===== src/rtl/ahb_lite_master_port_if.sv =====
// Command/response stream and AHB-Lite bus signals for ahb_lite_master_port.
// The master modport is the port's own view; the slave modport is the view of whatever drives and observes it.
interface ahb_lite_master_port_if #(
  parameter int ADDR_WIDTH = 32
);
  // Command stream
  logic                  cmd_valid;
  logic                  cmd_ready;
  logic                  cmd_write;
  logic [1:0]            cmd_size;
  logic [ADDR_WIDTH-1:0] cmd_addr;
  logic [31:0]           cmd_wdata;

  // Response stream
  logic                  rsp_valid;
  logic [31:0]           rsp_rdata;
  logic                  rsp_err;

  // AHB-Lite bus
  logic [31:0]           HADDR;
  logic [1:0]            HTRANS;
  logic                  HWRITE;
  logic [2:0]            HSIZE;
  logic [2:0]            HBURST;
  logic [3:0]            HPROT;
  logic                  HMASTLOCK;
  logic [31:0]           HWDATA;
  logic                  HREADY;
  logic                  HRESP;
  logic [31:0]           HRDATA;

  modport master (
    input  cmd_valid, cmd_write, cmd_size, cmd_addr, cmd_wdata,
    input  HREADY, HRESP, HRDATA,
    output cmd_ready,
    output rsp_valid, rsp_rdata, rsp_err,
    output HADDR, HTRANS, HWRITE, HSIZE, HBURST, HPROT, HMASTLOCK, HWDATA
  );

  modport slave (
    output cmd_valid, cmd_write, cmd_size, cmd_addr, cmd_wdata,
    output HREADY, HRESP, HRDATA,
    input  cmd_ready,
    input  rsp_valid, rsp_rdata, rsp_err,
    input  HADDR, HTRANS, HWRITE, HSIZE, HBURST, HPROT, HMASTLOCK, HWDATA
  );
endinterface


===== src/rtl/ahb_lite_master_port.sv =====
// Single-initiator AHB-Lite master: valid/ready commands in, pipelined NONSEQ SINGLE transfers out, in-order responses back.
// Optional: define AHB_MASTER_ERR_CANCEL_EN to cancel the queued address phase when the slave signals ERROR.
module ahb_lite_master_port #(
  parameter logic [3:0] HPROT_VAL  = 4'b0011,
  parameter int         ADDR_WIDTH = 32
) (
  input  logic                   HCLK,
  input  logic                   HRESET,
  ahb_lite_master_port_if.master bus
);

  localparam logic [1:0] HTRANS_IDLE   = 2'b00;
  localparam logic [1:0] HTRANS_NONSEQ = 2'b10;

  localparam logic [1:0] SIZE_BYTE = 2'd0;
  localparam logic [1:0] SIZE_HALF = 2'd1;
  localparam logic [1:0] SIZE_WORD = 2'd2;

  // Address-phase stage; its registers directly drive the bus address/control outputs.
  logic        a_valid;
  logic        a_write;
  logic [1:0]  a_size;
  logic [31:0] a_addr;
  logic [31:0] a_wdata;

  // Data-phase stage
  logic        d_valid;
  logic        d_write;

  logic [31:0] hwdata;
  logic        rsp_valid;
  logic [31:0] rsp_rdata;
  logic        rsp_err;

  logic        cmd_ready;
  logic        cmd_accept;
  logic [31:0] cmd_addr_ext;
  logic [1:0]  cmd_size_eff;

`ifdef AHB_MASTER_ERR_CANCEL_EN
  logic        err_first;
  logic        cancel_pending;
  logic        cancel_rsp;

  // First ERROR cycle of the transfer currently in its data phase.
  assign err_first = d_valid & bus.HRESP & ~bus.HREADY;
`endif

  generate
    if (ADDR_WIDTH < 32) begin : g_addr_zext
      assign cmd_addr_ext = {{(32 - ADDR_WIDTH){1'b0}}, bus.cmd_addr};
    end else begin : g_addr_trunc
      assign cmd_addr_ext = bus.cmd_addr[31:0];
    end
  endgenerate

  assign cmd_size_eff = (bus.cmd_size == 2'd3) ? SIZE_WORD : bus.cmd_size;

  function automatic logic [31:0] align_addr(input logic [31:0] addr, input logic [1:0] size);
    case (size)
      SIZE_BYTE: return addr;
      SIZE_HALF: return {addr[31:1], 1'b0};
      default:   return {addr[31:2], 2'b00};
    endcase
  endfunction

  always_comb begin
    // NOTE: every always_comb output gets a default first so no path leaves it unassigned (no latch).
    cmd_ready = ~a_valid | bus.HREADY;
`ifdef AHB_MASTER_ERR_CANCEL_EN
    if (err_first) cmd_ready = 1'b0;
`endif
  end

  assign cmd_accept = bus.cmd_valid & cmd_ready;

  always_ff @(posedge HCLK) begin
    if (HRESET) begin
      a_valid   <= 1'b0;
      a_write   <= 1'b0;
      a_size    <= SIZE_BYTE;
      a_addr    <= '0;
      a_wdata   <= '0;
      d_valid   <= 1'b0;
      d_write   <= 1'b0;
      hwdata    <= '0;
      rsp_valid <= 1'b0;
      rsp_rdata <= '0;
      rsp_err   <= 1'b0;
`ifdef AHB_MASTER_ERR_CANCEL_EN
      cancel_pending <= 1'b0;
      cancel_rsp     <= 1'b0;
`endif
    end else begin
      // NOTE: sequential state uses non-blocking assignments so every register samples pre-edge values;
      // later assignments in this block deliberately override earlier defaults.
      rsp_valid <= 1'b0;
      rsp_err   <= 1'b0;
      rsp_rdata <= '0;

      // Pipeline advances only when the slave completes the current data phase.
      if (bus.HREADY) begin
        d_valid <= a_valid;
        d_write <= a_write;
        hwdata  <= a_wdata;
        if (d_valid) begin
          rsp_valid <= 1'b1;
          rsp_err   <= bus.HRESP;
          rsp_rdata <= d_write ? 32'h0 : bus.HRDATA;
        end
      end

      if (cmd_accept) begin
        a_valid <= 1'b1;
        a_write <= bus.cmd_write;
        a_size  <= cmd_size_eff;
        a_addr  <= align_addr(cmd_addr_ext, cmd_size_eff);
        a_wdata <= bus.cmd_wdata;
      end else if (bus.HREADY) begin
        a_valid <= 1'b0;
      end

`ifdef AHB_MASTER_ERR_CANCEL_EN
      // Drop the queued address phase so HTRANS is IDLE in the second ERROR cycle.
      if (err_first && a_valid) begin
        a_valid        <= 1'b0;
        cancel_pending <= 1'b1;
      end
      // The cancelled command answers one cycle after the errored transfer's response.
      if (cancel_pending && d_valid && bus.HREADY) begin
        cancel_pending <= 1'b0;
        cancel_rsp     <= 1'b1;
      end
      if (cancel_rsp) begin
        cancel_rsp <= 1'b0;
        rsp_valid  <= 1'b1;
        rsp_err    <= 1'b1;
        rsp_rdata  <= '0;
      end
`endif
    end
  end

  assign bus.cmd_ready = cmd_ready;

  assign bus.HTRANS    = a_valid ? HTRANS_NONSEQ : HTRANS_IDLE;
  assign bus.HADDR     = a_addr;
  assign bus.HWRITE    = a_write;
  assign bus.HSIZE     = {1'b0, a_size};
  assign bus.HBURST    = 3'b000;
  assign bus.HPROT     = HPROT_VAL;
  assign bus.HMASTLOCK = 1'b0;
  assign bus.HWDATA    = hwdata;

  assign bus.rsp_valid = rsp_valid;
  assign bus.rsp_rdata = rsp_rdata;
  assign bus.rsp_err   = rsp_err;

endmodule


===== src/flat_wrapper.sv =====
// flat-port wrapper written by rule: the top's interface ports become plain ports
module ahb_lite_master_port_flat 
#(
  parameter logic [3:0] HPROT_VAL  = 4'b0011,
  parameter int         ADDR_WIDTH = 32
)
  (HCLK, HRESET, bus_cmd_valid, bus_cmd_write, bus_cmd_size, bus_cmd_addr, bus_cmd_wdata, bus_HREADY, bus_HRESP, bus_HRDATA, bus_cmd_ready, bus_rsp_valid, bus_rsp_rdata, bus_rsp_err, bus_HADDR, bus_HTRANS, bus_HWRITE, bus_HSIZE, bus_HBURST, bus_HPROT, bus_HMASTLOCK, bus_HWDATA);
  ahb_lite_master_port_if #(.ADDR_WIDTH(ADDR_WIDTH)) bus_i ();
  input  logic HCLK;
  input  logic HRESET;
  input wire logic [$bits(bus_i.cmd_valid)-1:0] bus_cmd_valid;
  input wire logic [$bits(bus_i.cmd_write)-1:0] bus_cmd_write;
  input wire logic [$bits(bus_i.cmd_size)-1:0] bus_cmd_size;
  input wire logic [$bits(bus_i.cmd_addr)-1:0] bus_cmd_addr;
  input wire logic [$bits(bus_i.cmd_wdata)-1:0] bus_cmd_wdata;
  input wire logic [$bits(bus_i.HREADY)-1:0] bus_HREADY;
  input wire logic [$bits(bus_i.HRESP)-1:0] bus_HRESP;
  input wire logic [$bits(bus_i.HRDATA)-1:0] bus_HRDATA;
  output wire logic [$bits(bus_i.cmd_ready)-1:0] bus_cmd_ready;
  output wire logic [$bits(bus_i.rsp_valid)-1:0] bus_rsp_valid;
  output wire logic [$bits(bus_i.rsp_rdata)-1:0] bus_rsp_rdata;
  output wire logic [$bits(bus_i.rsp_err)-1:0] bus_rsp_err;
  output wire logic [$bits(bus_i.HADDR)-1:0] bus_HADDR;
  output wire logic [$bits(bus_i.HTRANS)-1:0] bus_HTRANS;
  output wire logic [$bits(bus_i.HWRITE)-1:0] bus_HWRITE;
  output wire logic [$bits(bus_i.HSIZE)-1:0] bus_HSIZE;
  output wire logic [$bits(bus_i.HBURST)-1:0] bus_HBURST;
  output wire logic [$bits(bus_i.HPROT)-1:0] bus_HPROT;
  output wire logic [$bits(bus_i.HMASTLOCK)-1:0] bus_HMASTLOCK;
  output wire logic [$bits(bus_i.HWDATA)-1:0] bus_HWDATA;
  assign bus_i.cmd_valid = bus_cmd_valid;
  assign bus_i.cmd_write = bus_cmd_write;
  assign bus_i.cmd_size = bus_cmd_size;
  assign bus_i.cmd_addr = bus_cmd_addr;
  assign bus_i.cmd_wdata = bus_cmd_wdata;
  assign bus_i.HREADY = bus_HREADY;
  assign bus_i.HRESP = bus_HRESP;
  assign bus_i.HRDATA = bus_HRDATA;
  assign bus_cmd_ready = bus_i.cmd_ready;
  assign bus_rsp_valid = bus_i.rsp_valid;
  assign bus_rsp_rdata = bus_i.rsp_rdata;
  assign bus_rsp_err = bus_i.rsp_err;
  assign bus_HADDR = bus_i.HADDR;
  assign bus_HTRANS = bus_i.HTRANS;
  assign bus_HWRITE = bus_i.HWRITE;
  assign bus_HSIZE = bus_i.HSIZE;
  assign bus_HBURST = bus_i.HBURST;
  assign bus_HPROT = bus_i.HPROT;
  assign bus_HMASTLOCK = bus_i.HMASTLOCK;
  assign bus_HWDATA = bus_i.HWDATA;
  ahb_lite_master_port #(.HPROT_VAL(HPROT_VAL), .ADDR_WIDTH(ADDR_WIDTH)) u_core (.HCLK(HCLK), .HRESET(HRESET), .bus(bus_i));
endmodule

===== config.mk =====
export PLATFORM = sky130hd
export DESIGN_NAME = ahb_lite_master_port_flat
export DESIGN_NICKNAME = d
export VERILOG_FILES = /design/src/rtl/ahb_lite_master_port_if.sv /design/src/rtl/ahb_lite_master_port.sv /design/src/flat_wrapper.sv
export SDC_FILE = /design/constraint.sdc
export NUM_CORES = 1
export LEC_CHECK = 0
export BUFFER_PORTS_ARGS = -buffer_cell sky130_fd_sc_hd__buf_2
export CORE_ASPECT_RATIO = 0.9
export CORE_MARGIN = 2
export CORE_UTILIZATION = 44
export CTS_BUF_LIST = sky130_fd_sc_hd__clkbuf_8
export CTS_CLUSTER_SIZE = 30
export DETAILED_ROUTE_END_ITERATION = 6
export MAX_ROUTING_LAYER = met4
export PLACE_DENSITY = 0.75
export SYNTH_ARGS = -nofsm -noshare
export SYNTH_HDL_FRONTEND = slang
export SYNTH_SLANG_ARGS = --single-unit

===== constraint.sdc =====
create_clock -name HCLK -period 1.3 [get_ports HCLK]
set_clock_uncertainty 0.2 [all_clocks]
set_input_delay 0.065 -clock HCLK [delete_from_list [all_inputs] [get_ports HCLK]]
set_output_delay 0.065 -clock HCLK [all_outputs]
set_load 0.01 [all_outputs]

==> results of run 1 <==
[metal layers]
layer  vias up  track usage
li1       2354            -
met1      2373        0.292
met2       319        0.471
met3        64       0.0888
met4         0        0.140
met5         -            -
[area by class of cell]
class | count | area (µm²)
fill | 721 | 2750
clock inverter | 12 | 111
tap | 133 | 166
sequential | 136 | 2730
clock buffer | 19 | 262
inverter | 2 | 10.0
timing repair buffer | 349 | 2790
multi-input combinational | 318 | 1910
[path summary, 6_finish.rpt]
kind	from	to	cells past startpoint
setup / recovery	u_core.a_valid	bus_cmd_ready	4
hold / removal	bus_HREADY	u_core.bus.rsp_valid	4
setup reg to reg	u_core.a_valid	u_core.a_wdata[12]	6
hold reg to reg	u_core.bus.HADDR[31]	u_core.bus.HADDR[31]	2
[what timing repair did]
item                                   CTS  global route
endpoints found under the hold margin  136             0
setup endpoints to repair               66           102
hold buffers                           104             0
cloned                                   6             9
resized for setup                       13            67
buffers inserted                         3             5
pin swaps                                0            31
[through the flow]
step | hold slack [ns] | setup WS (ns) | total power, mW | area [µm²]
finish | 0.0783 | -0.207 | 9.09 | 7980
global route | 0.0810 | -0.251 | 9.43 | 7980
CTS | 0.124 | -0.215 | 8.96 | 7550
detailed placement | 0.0675 | -0.0772 | 5.35 | 5920
global placement | 0.0642 | -0.00401 | 5.33 | 5920
floorplan | -0.0551 | 0.0150 | 4.98 | 4820
[cells by family (layout without fill, tap and decap cells)]
| group | after synthesis | count (layout) | synth area share |
|---|---|---|---|
| simple gates | 139 | 139 | 0.150 |
| flops | 136 | 136 | 0.569 |
| compound gates | 135 | 135 | 0.141 |
| buf+inv | 60 | 382 | 0.0680 |
| mux | 34 | 34 | 0.0711 |
| other cells | 2 | 10 | 0.00157 |
[critical path, cell delays in order (launching register included)]
cell and delay (ns):
dfxtp_2 0.33, nor2b_4 0.17, inv_4 0.06, buf_12 0.13
buf_6 0.11
[sequential cells by signal, indices dropped and copies added (netlist names), 2 cells and up]
name / cells
u_core.a_size: 2
u_core.a_wdata: 32
u_core.bus.HADDR: 32
u_core.bus.HWDATA: 32
u_core.bus.rsp_rdata: 32
[power by group through the flow]
stage / clock network (mW) / registers (mW) / logic (mW)
after floorplan: 0 / 4.54 / 0.443
after detailed placement: 0 / 4.50 / 0.851
final: 3.33 / 4.42 / 1.34
after global routing: 3.56 / 4.44 / 1.43
after CTS: 3.36 / 4.41 / 1.18
after global placement: 0 / 4.49 / 0.831
[synthesized netlist by cell type]
cell | n | area share
clkbuf_1 | 11 | 0.0086
o21ai_1 | 30 | 0.031
buf_6 | 1 | 0.0024
mux2i_1 | 34 | 0.071
clkbuf_2 | 4 | 0.0042
conb_1 | 2 | 0.0016
nor2b_4 | 1 | 0.0029
nand4b_1 | 2 | 0.0037
nor3_2 | 1 | 0.0021
nand2_1 | 1 | 0.00078
buf_4 | 17 | 0.027
buf_2 | 19 | 0.020
and2_1 | 33 | 0.043
a21oi_1 | 68 | 0.071
dfxtp_1 | 136 | 0.57
buf_1 | 6 | 0.0047
nand3_1 | 65 | 0.068
nor3b_1 | 1 | 0.0016
nor2_1 | 35 | 0.027
inv_2 | 2 | 0.0016
o21ai_0 | 37 | 0.039
==> flow_summary.json, run 1 <==
{
  "drv_slew": 0,
  "outcome": "complete, but fails checks",
  "layout.nets": 928,
  "layoutNonFillerInstCount": 969,
  "synthCells": 506,
  "arrival_ns": 1.24,
  "rrSetupSlack_ns": -0.18,
  "viasPerCell": 5.27,
  "p_seq_frac": 0.486,
  "required_ns": 1.03,
  "syn_area_mm2": 0.00479,
  "io_buffers": 206,
  "grt_pass1_wl_um": 24000,
  "die_y_um": 103,
  "post-route-period-util": 1.16,
  "p_int_mw": 6.80,
  "yosys_warnings": 0,
  "power-per-cell-area_mw_per_mm2": 1140,
  "antenna_found_initial": 0,
  "synth_area_per_cell_um2": 9.46,
  "critical_path_class": "flip-flop to primary output",
  "dp_hpwl_um": 8270,
  "cts_buffers": 17,
  "drtAntennaViolNets": 0,
  "crit_path_end_kind": "primary output",
  "ios": 217,
  "leakage_nw": 3.74,
  "rsz0062_at_grt": "yes",
  "netlist-cell-type-count": 21,
  "layout_commonest_cell": "buf_2",
  "wire_per_inst_um": 18.1,
  "wl_met1_um": 6590,
  "die_w_um": 114,
  "setup_violations": 83,
  "dp_cells": 811,
  "clk_pin_slew_ns": 0.07,
  "highest-signal-layer": "met4",
  "ys_ff_latch": 136,
  "first_pass_iters": 5,
  "peakVddDrop_uv": 682,
  "htree_levels": 4,
  "clk_path_buf_depth": 2,
  "fin_util": 0.744,
  "cts_sinks": 136,
  "synthToLayoutAreaGrowth_pct": 66.6,
  "dr.first_iter.drc_count": 369,
  "tritoncts": "yes",
  "rows": 36,
  "grt-ovfl-total": 0,
  "finalHoldViolations": 0,
  "antenna_cells": 0,
  "switching_share": 0.252,
  "cp_max_fo": 2,
  "grt_max_degree": 54,
  "failed_checks": "setup timing",
  "core_area_mm2": 0.0107,
  "hold_path_class": "primary input to flip-flop",
  "drc": 0,
  "routed_wl_um": 17600,
  "yosysSeqAreaShare": 0.569,
  "fin_ws_ns": -0.207,
  "worstSkewPairLatency_ns": 0.45,
  "grt_usage": 0.277,
  "die_area_mm2": 0.0117,
  "comb_power_share": 0.148,
  "vias": 5110,
  "wl_met2_um": 8750,
  "final_cell_mix": "203 x buf_2, 133 x dfxtp_1, 103 x dlygate4sd3_1",
  "wl_met3_um": 1540,
  "p_sw_mw": 2.29,
  "start_kind": "flip-flop",
  "gp_congestion": 0.777,
  "p_clk_frac": 0.366,
  "min_period_ns": 1.51,
  "initial_core_util": 0.447,
  "setup-tns-final_ns": -7.57,
  "max_freq_ghz": 0.663,
  "grt_pass1_vias": 4806,
  "drive_gt1_frac": 0.380,
  "cts-root-buf": "clkbuf_8",
  "maxCapViolCount": 0
}
Power figures use the tool's default switching activity.
==> run 2: changes to the inputs <==
--- a/config.mk
+++ b/config.mk
@@ -5,15 +5,17 @@
 export SDC_FILE = /design/constraint.sdc
 export NUM_CORES = 1
 export LEC_CHECK = 0
+export ABC_AREA = 1
 export BUFFER_PORTS_ARGS = -buffer_cell sky130_fd_sc_hd__buf_2
+export CAP_MARGIN = 0
 export CORE_ASPECT_RATIO = 0.9
-export CORE_MARGIN = 2
-export CORE_UTILIZATION = 44
+export CORE_MARGIN = 5
+export CORE_UTILIZATION = 43
 export CTS_BUF_LIST = sky130_fd_sc_hd__clkbuf_8
 export CTS_CLUSTER_SIZE = 30
 export DETAILED_ROUTE_END_ITERATION = 6
 export MAX_ROUTING_LAYER = met4
-export PLACE_DENSITY = 0.75
+export PLACE_DENSITY = 0.74
 export SYNTH_ARGS = -nofsm -noshare
 export SYNTH_HDL_FRONTEND = slang
 export SYNTH_SLANG_ARGS = --single-unit
==> flow_summary.json, run 2 <==
{
  "rsz0062_at_grt": "yes",
  "drv_slew": 0,
  "antenna_found_initial": 1,
  "grt_pass1_vias": 4742,
  "syn_area_mm2": 0.00461,
  "setup_violations": 7,
  "clk_path_buf_depth": 2,
  "yosys_warnings": 0,
  "layoutNonFillerInstCount": 1019,
  "required_ns": 1.46,
  "leakage_nw": 3.76,
  "netlist-cell-type-count": 19,
  "die_y_um": 108,
  "yosysSeqAreaShare": 0.591,
  "cts_buffers": 17,
  "routed_wl_um": 16000,
  "finalHoldViolations": 7,
  "io_buffers": 206,
  "hold_path_class": "primary input to flip-flop",
  "grt-ovfl-total": 0,
  "post-route-period-util": 1.01,
  "gp_congestion": 0.802,
  "regArea_mm2": 0.00273,
  "synthToLayoutAreaGrowth_pct": 60.9,
  "drc": 0,
  "min_period_ns": 1.31,
  "htree_levels": 4,
  "grt_max_degree": 102,
  "drtAntennaViolNets": 0,
  "cts_sinks": 136,
  "rows": 35,
  "synth_most_common_cell": "nor2_1",
  "cp-startpoint": "u_core.a_valid",
  "max_freq_ghz": 0.762,
  "final_cell_mix": "223 x nor2_1, 204 x buf_2, 134 x dfxtp_1",
  "clk_pin_slew_ns": 0.07,
  "vias": 4800,
  "rr_startpoint": "u_core.a_valid",
  "maxCapViolCount": 0,
  "fin_hold_ws_ns": -0.390,
  "failed_checks": "hold timing, setup timing",
  "grt_usage": 0.230,
  "grt_pass1_wl_um": 23100,
  "wire_per_inst_um": 15.7,
  "worstSkewPairLatency_ns": 0.42,
  "power-per-cell-area_mw_per_mm2": 1320,
  "async_reset_ff_frac": 0,
  "ys_ff_latch": 136,
  "critical_path_class": "flip-flop to flip-flop",
  "dr.first_iter.drc_count": 277,
  "synthTopCellsByCount": "236 x nor2_1, 136 x dfxtp_1, 90 x o21ai_0",
  "die_w_um": 119,
  "multiInputGateArea_mm2": 0.00155,
  "crit_path_end_kind": "flip-flop",
  "synth_area_leaders": "dfxtp_1 59%, nor2_1 19%, o21ai_0 9.8%, inv_1 3.1%, buf_4 2.1%",
  "first_pass_iters": 4,
  "tritoncts": "yes",
  "synthFlopType": "dfxtp_1",
  "dp_hpwl_um": 8610,
  "ios": 217,
  "layout.nets": 980,
  "core_area_mm2": 0.0104,
  "cts-root-buf": "clkbuf_8",
  "synth_area_per_cell_um2": 8.07,
  "final.fill_count": 761,
  "cts_hold_buf": 101,
  "cp_max_fo": 10,
  "start_kind": "flip-flop",
  "synth_edf_count": 0,
  "initial_core_util": 0.444,
  "hp-start": "HRESET",
  "dp_cells": 876,
  "peakVddDrop_uv": 1070,
  "viasPerCell": 4.71,
  "arrival_ns": 1.47,
  "outcome": "complete, but fails checks",
  "drive_gt1_frac": 0.317,
  "netlist.top_cell.by_area": "dfxtp_1",
  "yosysTopAreaCellShare": 0.591,
  "synthCells": 571,
  "fin_ws_ns": -0.0120,
  "die_area_mm2": 0.0129,
  "layout_commonest_cell": "nor2_1"
}
## run 2: routing by layer
metal / wire, µm / global-route usage / share of wire
met1: 6330 / 0.251 / 0.40
met2: 7920 / 0.393 / 0.50
met3: 1260 / 0.0690 / 0.079
met4: 450 / 0.0976 / 0.028
met5: 0 / - / 0
## run 2: final timing paths
kind	endpoint	slack (ns)	depth (start not counted)
setup / recovery	u_core.a_wdata[18]	-0.01	5
hold / removal	u_core.a_valid	-0.39	2
setup reg to reg	u_core.a_wdata[18]	-0.01	5
hold reg to reg	u_core.a_wdata[8]	0.28	2
## run 2: layout make-up
type                    count  share of cell area
diodes                      1            0.000338
clock buffers              18              0.0334
clock inverters            14              0.0265
inverters                  39              0.0204
multi-input cells         357               0.210
flip-flops and latches    136               0.368
well taps                 129              0.0218
repair buffers            325               0.320
## run 2: worst max-delay path, stage by stage (launching register included)
cell	delay (ns)
dfxtp_4	0.37
a21oi_4	0.19
buf_12	0.17
buf_6	0.16
nor2_1	0.05
nor2_1	0.10
## run 2: logic make-up after synthesis
logic type	share of synthesized area
buf+inv	0.0926
compound gates	0.112
flops	0.591
other cells	0.00163
simple gates	0.203
## run 2: metrics by stage
| stage | power, mW | setup slack (ns) | TNS, ns | cell area, µm² | utilization |
|---|---|---|---|---|---|
| 5_1_grt | 10.2 | -0.0421 | -1.26 | 7410 | 0.714 |
| 4_1_cts | 9.67 | 0.000231 | 0 | 7150 | 0.688 |
| 6_report | 9.76 | -0.0120 | -0.0265 | 7410 | 0.714 |
| 2_1_floorplan | 5.19 | 0.00733 | 0 | 4640 | - |
| 3_5_place_dp | 5.62 | -0.0390 | -0.472 | 5670 | 0.546 |
| 3_3_place_gp | 5.58 | 0.0356 | 0 | 5670 | 0.546 |
## run 2: repair_timing
item	in CTS	in global routing
resized for setup	6	49
setup buffers	0	1
gates cloned	0	9
hold endpoints to repair	136	8
pin swaps	0	17
endpoints found under the setup margin	61	53
## run 2: power breakdown
| group | switching [mW] | leakage, nW | total (mW) | internal, mW |
|---|---|---|---|---|
| clock | 1.66 | 0.228 | 3.83 | 2.16 |
| combinational | 0.695 | 2.42 | 1.39 | 0.695 |
| sequential | 0.129 | 1.12 | 4.54 | 4.41 |
| total | 2.49 | 3.76 | 9.76 | 7.27 |
